--- src/rtl/camera_handoff_controller.sv ---
// Two-camera film/standby sequencer: keeps exactly one camera filming, hands off on fill level,
// and drains the idle-full buffer by download (when requested) or flush.
module camera_handoff_controller #(
   parameter int DEFAULT_CAM = 0,
   parameter int STANDBY_PCT = 80,
   parameter int FILM_PCT    = 90,
   parameter int FLUSH_PCT   = 50
) (
   input  logic       clock,
   input  logic       reset,
   input  logic [6:0] cam1_level,
   input  logic [6:0] cam2_level,
   input  logic       download1,
   input  logic       download2,
   output logic       cam1_standby,
   output logic       cam1_film,
   output logic       cam2_standby,
   output logic       cam2_film,
   output logic       empty_buffer1,
   output logic       empty_buffer2,
   output logic       pause_buffer1,
   output logic       pause_buffer2,
   output logic [1:0] done1,
   output logic [1:0] done2,
   output logic       overrun
);

   typedef enum logic [2:0] {IDLE, STANDBY, FILM, HOLD, DRAIN} cam_state_t;

   localparam logic [6:0] STANDBY_LVL = 7'(STANDBY_PCT);
   localparam logic [6:0] FILM_LVL    = 7'(FILM_PCT);
   localparam logic [6:0] FLUSH_LVL   = 7'(FLUSH_PCT);
   localparam logic [6:0] FULL_LVL    = 7'd100;

   cam_state_t state_reg [2];
   cam_state_t state_next [2];
   logic       latch_reg [2];
   logic       latch_next [2];
   logic       stall_reg [2];
   logic       stall_next [2];
   logic [1:0] done_reg [2];
   logic [1:0] done_next [2];
   logic       overrun_reg;
   logic       overrun_next;

   logic [6:0] lvl [2];
   logic       dl [2];
   logic [1:0] standby_vec;
   logic [1:0] film_vec;
   logic [1:0] empty_vec;
   logic [1:0] pause_vec;

   always_comb begin
      lvl[0] = (cam1_level > FULL_LVL) ? FULL_LVL : cam1_level;
      lvl[1] = (cam2_level > FULL_LVL) ? FULL_LVL : cam2_level;
      dl[0]  = download1;
      dl[1]  = download2;
   end

   always_ff @(posedge clock or posedge reset) begin
      if (reset) begin
         for (int i = 0; i < 2; i++) begin
            state_reg[i] <= (i == DEFAULT_CAM) ? FILM : IDLE;
            latch_reg[i] <= 1'b0;
            stall_reg[i] <= 1'b0;
            done_reg[i]  <= 2'b00;
         end
         overrun_reg <= 1'b0;
      end else begin
         for (int i = 0; i < 2; i++) begin
            state_reg[i] <= state_next[i];
            latch_reg[i] <= latch_next[i];
            stall_reg[i] <= stall_next[i];
            done_reg[i]  <= done_next[i];
         end
         overrun_reg <= overrun_next;
      end
   end

   // Both cameras evaluate from the same registered states, so a handoff flips both on one edge.
   always_comb begin
      for (int i = 0; i < 2; i++) begin
         state_next[i] = state_reg[i];
         latch_next[i] = latch_reg[i];
         stall_next[i] = 1'b0;
         done_next[i]  = 2'b00;
         case (state_reg[i])
            IDLE: begin
               if (state_reg[i ^ 1] == FILM && lvl[i ^ 1] >= STANDBY_LVL)
                  state_next[i] = STANDBY;
            end
            STANDBY: begin
               if (state_reg[i ^ 1] == FILM && lvl[i ^ 1] >= FILM_LVL)
                  state_next[i] = FILM;
            end
            FILM: begin
               if (dl[i])
                  latch_next[i] = 1'b1;
               if (lvl[i] >= FILM_LVL && state_reg[i ^ 1] == STANDBY)
                  state_next[i] = HOLD;
               else if (lvl[i] >= FULL_LVL)
                  stall_next[i] = 1'b1;
            end
            HOLD: begin
               // A download request arriving this cycle beats a simultaneous flush threshold.
               if (latch_reg[i] || dl[i]) begin
                  latch_next[i] = 1'b1;
                  state_next[i] = DRAIN;
               end else if (state_reg[i ^ 1] == FILM && lvl[i ^ 1] >= FLUSH_LVL) begin
                  state_next[i] = DRAIN;
               end
            end
            DRAIN: begin
               if (lvl[i] == 7'd0) begin
                  state_next[i] = IDLE;
                  latch_next[i] = 1'b0;
                  done_next[i]  = latch_reg[i] ? 2'b01 : 2'b10;
               end
            end
            default: state_next[i] = IDLE;
         endcase
      end
      overrun_next = overrun_reg | stall_next[0] | stall_next[1];
   end

   always_comb begin
      for (int i = 0; i < 2; i++) begin
         standby_vec[i] = (state_reg[i] == STANDBY);
         film_vec[i]    = (state_reg[i] == FILM);
         empty_vec[i]   = (state_reg[i] == DRAIN);
         pause_vec[i]   = (state_reg[i] == IDLE) || (state_reg[i] == STANDBY) ||
                          (state_reg[i] == HOLD) || (state_reg[i] == FILM && stall_reg[i]);
      end
   end

   assign cam1_standby  = standby_vec[0];
   assign cam2_standby  = standby_vec[1];
   assign cam1_film     = film_vec[0];
   assign cam2_film     = film_vec[1];
   assign empty_buffer1 = empty_vec[0];
   assign empty_buffer2 = empty_vec[1];
   assign pause_buffer1 = pause_vec[0];
   assign pause_buffer2 = pause_vec[1];
   assign done1         = done_reg[0];
   assign done2         = done_reg[1];
   assign overrun       = overrun_reg;

endmodule
--- config.mk ---
export PLATFORM = sky130hd
export DESIGN_NAME = camera_handoff_controller
export DESIGN_NICKNAME = d
export VERILOG_FILES = /design/src/rtl/camera_handoff_controller.sv
export SDC_FILE = /design/constraint.sdc
export NUM_CORES = 1
export LEC_CHECK = 0
export BUFFER_PORTS_ARGS = -buffer_cell sky130_fd_sc_hd__buf_2
export CORE_ASPECT_RATIO = 0.9
export CORE_MARGIN = 8
export CORE_UTILIZATION = 50
export CTS_CLUSTER_SIZE = 14
export DETAILED_ROUTE_END_ITERATION = 8
export PLACE_DENSITY = 0.8
export SYNTH_ARGS = -nofsm -noshare
export SYNTH_HDL_FRONTEND = slang
export SYNTH_SLANG_ARGS = --single-unit
--- constraint.sdc ---
create_clock -name clock -period 3.4 [get_ports clock]
set_clock_uncertainty 0.2 [all_clocks]
set_input_delay 0.68 -clock clock [delete_from_list [all_inputs] [get_ports clock]]
set_output_delay 0.68 -clock clock [all_outputs]
set_load 0.01 [all_outputs]
==> results of run 1 <==
==> cell usage after synthesis, types with 2 or more instances <==
master    instances
nor3b_1           2
and3_1            3
and2_1            2
nor2_1            7
o21ai_0           4
o31a_1            2
a21oi_1           6
nand2b_1          2
clkbuf_1          3
dfrtp_1          14
nand2_1           5
nor3_1            6
nor4_1            3
inv_1             7
o211ai_1          2
or3_1             5
==> through the flow <==
step,utilization,instances,worst slack [ns],power [uW]
detailed placement,0.622,147,0.738,699
floorplan,-,97,0.966,585
global route,0.638,151,0.882,864
finish,0.638,151,0.950,797
CTS,0.638,151,0.959,802
global placement,0.622,147,0.804,685
==> path summary, 6_finish.rpt <==
| kind | endpoint | slack (ns) |
|---|---|---|
| setup / recovery | cam2_film | 0.95 |
| hold / removal | done2[1] | 0.24 |
| setup reg to reg | state_reg[0] | 1.07 |
| hold reg to reg | overrun | 0.28 |
| max in group asynchronous | state_reg[4] | 2.39 |
| min in group clock | overrun | 0.28 |
==> metal layers <==
metal  vias up  global-route usage  wire (um)
met5         -                   0          0
met4         0              0.0544         29
met3         4              0.0370        233
met2        46               0.225        977
met1       402               0.174        950
li1        422                   -          -
==> kinds of logic after synthesis <==
logic type	after synthesis	share of synthesized area
multiplexers	1	0.0172
buffers and inverters	12	0.0532
AND/OR/NAND/NOR	42	0.273
AO/OA/AOI/OAI	27	0.224
flip-flops	15	0.432
==> power breakdown <==
group	switching, uW	total (uW)	internal, uW
sequential	74.9	308	233
clock	56.6	102	45.5
combinational	203	387	184
total	334	797	463
==> area by class of cell <==
type                            instances  area share
Clock buffer                            4      0.0248
Inverter                                8      0.0283
Multi-Input combinational cell         70       0.422
Sequential cell                        15       0.355
Tap cell                               24      0.0283
Timing Repair Buffer                   30       0.142
==> key figures, run 1 <==
Clock network
  – CTS buffer count: 3
  – H-tree depth: 1
  – Worst-skew pair later-pin latency: 0.28 ns
  – Cts repair resizes: 0
  – Clock sinks: 15
  – Clk slew on worst S/H paths: 0.09 ns
  – CTS Root Cell: clkbuf_4
  – CTS tree: built
  – Post-CTS Hold Fix Bufs: 0
  – Postcts setup bufs: 0
  – Clock buffer depth: 2

Die
  – Die W: 60.0 um
  – Starting Density: 0.523
  – Row count: 14
  – Core area: ~1700 um2
  – Die H: 55.6 um
  – Ports: 31
  – Die area: 3330 um2

Synth
  – Avg Cell Area, Syn: 8.98 um2
  – Synth unique cells: 40
  – Net Count, Synth: approximately 120
  – Mapped cell area: 871 um2
  – Synth top area share: 0.402
  – Ys flop type: dfrtp_1
  – Yosys warning count: 0
  – Async SR Flop Fraction: 1.00
  – Cell taking the most area after synthesis: dfrtp_1
  – Area contributors post-synth: dfrtp_1 40%, or3_1 3.6%, a21oi_1 3.4%, nor3_1 3.4%, dfstp_2 3.0%
  – Syn Inst Count: between 90 and 100
  – Post-synth EDFFs: 0
  – Register area share after synthesis: 0.432
  – Synth Register Bits: 15

STA
  – Worst-Margin Slew: 0.603 ns
  – Hold Slack: 0.241 ns
  – Shortest period the worst path allows: 2.45 ns
  – # setup viols final: 0
  – Fmax: ~0.41 GHz
  – RSZ-0062 raised after global routing: false
  – Max-slew violations: 0
  – Post-route setup TNS: 0 ns
  – Fin crit share: 0.721
  – Max-Slew Margin vs Limit: 0.597
  – Hold Vio Cnt, Final: 0

Finish
  – Fillers: 147
  – Final instance area: 1060 um2
  – Fraction of layout cells with a size suffix above 1: 0.315
  – Diodes inserted: 0
  – Most frequent cells in the layout: 30 x buf_2, 14 x dfrtp_1, 7 x inv_1, 7 x nor2_1
  – Final nets: between 100 and 150
  – Area growth syn-to-layout: 21.8%
  – Max reg flops: 6
  – Combined area of the multi-input logic cells: between 400 and 500 um2
  – Commonest non-fill, non-tap cell in the layout: buf_2
  – FF/Latch Area: between 300 and 400 um2

Global routing
  – Initial antenna violation count: 0
  – GRT Util Overall: 0.141
  – Vias in the first global route: 897
  – Largest net degree at the start of global routing: 16
  – Grt ovf: 0
  – First-pass GRT wire length: 3.82 mm

Drt
  – DRT Pass-1 Iters: 4
  – DRC: 0
  – Vias: 874
  – Drt total wl: between 2 and 2.5 mm
  – 1st-iter DRT viols: 21
  – Routed wire length per instance: 14.5 um
  – Post-DR vias/cell: 5.79
  – Post-route ant nets: 0

Place
  – Post-DP HPWL: 1.80 mm
  – # port buffers: 30
  – RePlAce Congestion: 0.885
  – Placed instance area: 1030 um2

Min path
  – Min-Delay Path Class: in -> async

Critical path
  – Crit path kind: reg -> out
  – Cells along the critical path: nor3b_1 -> buf_2
  – R2R cell count: 5
  – Critical path's largest stage delay: 0.56 ns
  – Crit. End Element: output pin
  – CP top delay family: simple AND/OR/NAND/NOR gates
  – Buf/Inv on CP: 1
  – Critical path depth: 2
  – Reg2reg start: state_reg[4]
  – CP startpoint kind: flop
  – CP max stage cell: nor3b_1
  – WP data arrival: 1.57 ns
  – Worst path required time: 2.52 ns
  – CP Launch Point: state_reg[0]
  – CP max FO: 9

Power and ir drop
  – Pleak: 0.000507 uW
  – Peak VDD IR: 0.330 mV
  – PwrDens: 751 nW/um2

Status
  – Status: finished clean

Job
  – Max Cap Violations: 0
No activity file was read; power rests on OpenSTA's default activity.
==> inputs of run 2 (changes only) <==
Settings changed: CORE_UTILIZATION 50 to 43, PLACE_DENSITY 0.8 to 0.73.
Clock period 3.4 ns to 2.2 ns, I/O delays scaled along.
==> key figures, run 2 (synthesized netlist as in run 1, its figures left out) <==
STA
  – Fmax: 0.455 GHz
  – Hold Slack: -0.0188 ns (was 0.241 ns)
  – # setup viols final: 0 (unchanged)
  – Final worst slack: 0.00159 ns (was 0.950 ns)
  – RSZ-0062 raised after global routing: true (was false)
  – Max-Slew Margin vs Limit: 0.622 (was 0.597)
  – Shortest period the worst path allows: 2.20 ns
  – Max-slew violations: 0 (unchanged)
  – Hold Vio Cnt, Final: 14 (was 0)
  – Fin crit share: 0.999
  – Worst-Margin Slew: 0.567 ns (was 0.603 ns)

Clock network
  – Post-CTS Hold Fix Bufs: 0 (unchanged)
  – Clock sinks: 15 (unchanged)
  – H-tree depth: 1 (unchanged)
  – Clk slew on worst S/H paths: 0.10 ns (was 0.09 ns)
  – CTS tree: built (unchanged)
  – CTS Root Cell: clkbuf_4 (unchanged)
  – Clock buffer depth: 2 (unchanged)
  – CTS buffer count: 3 (unchanged)
  – Worst-skew pair later-pin latency: 0.29 ns (was 0.28 ns)

Critical path
  – R2R cell count: 5 (unchanged)
  – Crit. End Element: flop (was output pin)
  – Worst path required time: 2.18 ns (was 2.52 ns)
  – Crit path kind: reg -> reg (was reg -> out)
  – CP startpoint kind: flop (unchanged)
  – CP max FO: 4 (was 9)
  – WP data arrival: 2.18 ns (was 1.57 ns)

Finish
  – Most frequent cells in the layout: 30 x buf_2, 15 x buf_4, 14 x dfrtp_1, 7 x inv_1, 7 x nor2_1 (was 30 x buf_2, 14 x dfrtp_1, 7 x inv_1, 7 x nor2_1)
  – Fillers: 179 (was 147)
  – Max reg flops: 6 (unchanged)
  – Final nets: 161 (was 146)
  – Diodes inserted: 0 (unchanged)
  – Final instance area: 1180 um2 (was 1060 um2)
  – Area growth syn-to-layout: 35.8% (was 21.8%)
  – Commonest non-fill, non-tap cell in the layout: buf_2 (unchanged)
  – Fraction of layout cells with a size suffix above 1: 0.394 (was 0.315)
  – Final std cells w/o fill: 167 (was 151)

Die
  – Die W: 63.4 um (was 60.0 um)
  – Starting Density: 0.455 (was 0.523)
  – Die area: 3720 um2 (was 3330 um2)
  – Core area: 1910 um2 (was 1660 um2)
  – Row count: 15 (was 14)
  – Die H: 58.7 um (was 55.6 um)
  – Ports: 31 (unchanged)

Drt
  – Post-DR vias/cell: 5.47 (was 5.79)
  – DRT Pass-1 Iters: 4 (unchanged)
  – DRC: 0 (unchanged)
  – Post-route ant nets: 0 (unchanged)
  – Routed wire length per instance: 14.5 um (about the same)
  – Vias: 913 (was 874)
  – 1st-iter DRT viols: 37 (was 21)
  – Drt total wl: 2.42 mm (was 2.19 mm)

Status
  – Failing checks: negative hold slack
  – Status: finished with violations (was finished clean)

Place
  – DP Cell Count: 162 (was 147)
  – Placed instance area: 1140 um2 (was 1030 um2)
  – RePlAce Congestion: 0.860 (was 0.885)
  – Post-place setup slack: -0.129 ns (was 0.738 ns)
  – # port buffers: 30 (unchanged)
  – Post-DP HPWL: 1.96 mm (was 1.80 mm)

Global routing
  – Met1 Use GR: 0.153 (was 0.174)
  – Initial antenna violation count: 0 (unchanged)
  – Largest net degree at the start of global routing: 16 (unchanged)
  – Grt ovf: 0 (unchanged)
  – Vias in the first global route: 946 (was 897)
  – First-pass GRT wire length: 4.12 mm (was 3.82 mm)
  – M3 GR Usage: 0.0492 (was 0.0370)
  – Met2 global-route usage: 0.231 (was 0.225)
  – Global-route layer with the greatest usage: met2 (unchanged)
  – GRT Util Overall: 0.137 (was 0.141)

Min path
  – Min-Delay Path Class: in -> async (unchanged)

Job
  – Max Cap Violations: 0 (unchanged)

Power and ir drop
  – PwrDens: 1160 nW/um2 (was 751 nW/um2)
  – Pleak: 0.000584 uW (was 0.000507 uW)
  – Peak VDD IR: 0.531 mV (was 0.330 mV)
==> run 2: worst max-delay path, cell delays in order, from the launching register on <==
cell and delay [ns]:
dfstp_2 0.54, or3b_4 0.42, a22oi_2 0.17, o211ai_1 0.13, a221o_1 0.32, mux2_4 0.30
==> run 2: per-layer routing <==
metal / up-vias / wire length (um)
met3: 5 / 243
met1: 414 / 1050
li1: 450 / -
met4: 0 / 38
met5: - / 0
met2: 44 / 1090
==> run 2: layout make-up <==
class	instances	area, um2	area share
sequential	15	377	0.319
clock buffer	3	22.5	0.0190
multi-input combinational	70	454	0.384
clock inverter	1	5.00	0.00423
inverter	8	30.0	0.0254
tap	25	31.3	0.0265
timing repair buffer	45	263	0.222
==> run 2: metrics by stage <==
stage / total power, uW / utilization / TNS [ns]
3_3_place_gp: 1150 / 0.596 / -0.0978
5_1_grt: 1480 / 0.618 / -0.0437
2_1_floorplan: 904 / - / 0
4_1_cts: 1370 / 0.614 / 0
3_5_place_dp: 1180 / 0.596 / -0.129
6_report: 1370 / 0.618 / 0
==> run 2: timing repair <==
action,in CTS,in global routing
buffers inserted,1,0
pin swaps,2,3
gates resized for setup,0,1
endpoints found under the setup margin,1,1
==> run 2: path summary, 6_finish.rpt <==
path | start | end | slack, ns
worst min register to register | latch_reg[0] | done2[1] | 0.30
min in group clock | cam1_level[6] | stall_reg[1] | 0.22
max in group asynchronous | reset | stall_reg[0] | 1.44
worst max register to register | state_reg[4] | state_reg[0] | 0.002
worst min-delay path | reset | done1[0] | -0.02
worst max-delay path | state_reg[4] | state_reg[0] | 0.002
==> run 2: power breakdown <==
group | switching (uW) | total (uW) | leakage, uW | internal [uW]
Clock | 96.4 | 164 | 0.0000177 | 67.6
Sequential | 79.1 | 439 | 0.000191 | 360
Combinational | 391 | 772 | 0.000375 | 380
Total | 567 | 1370 | 0.000584 | 808
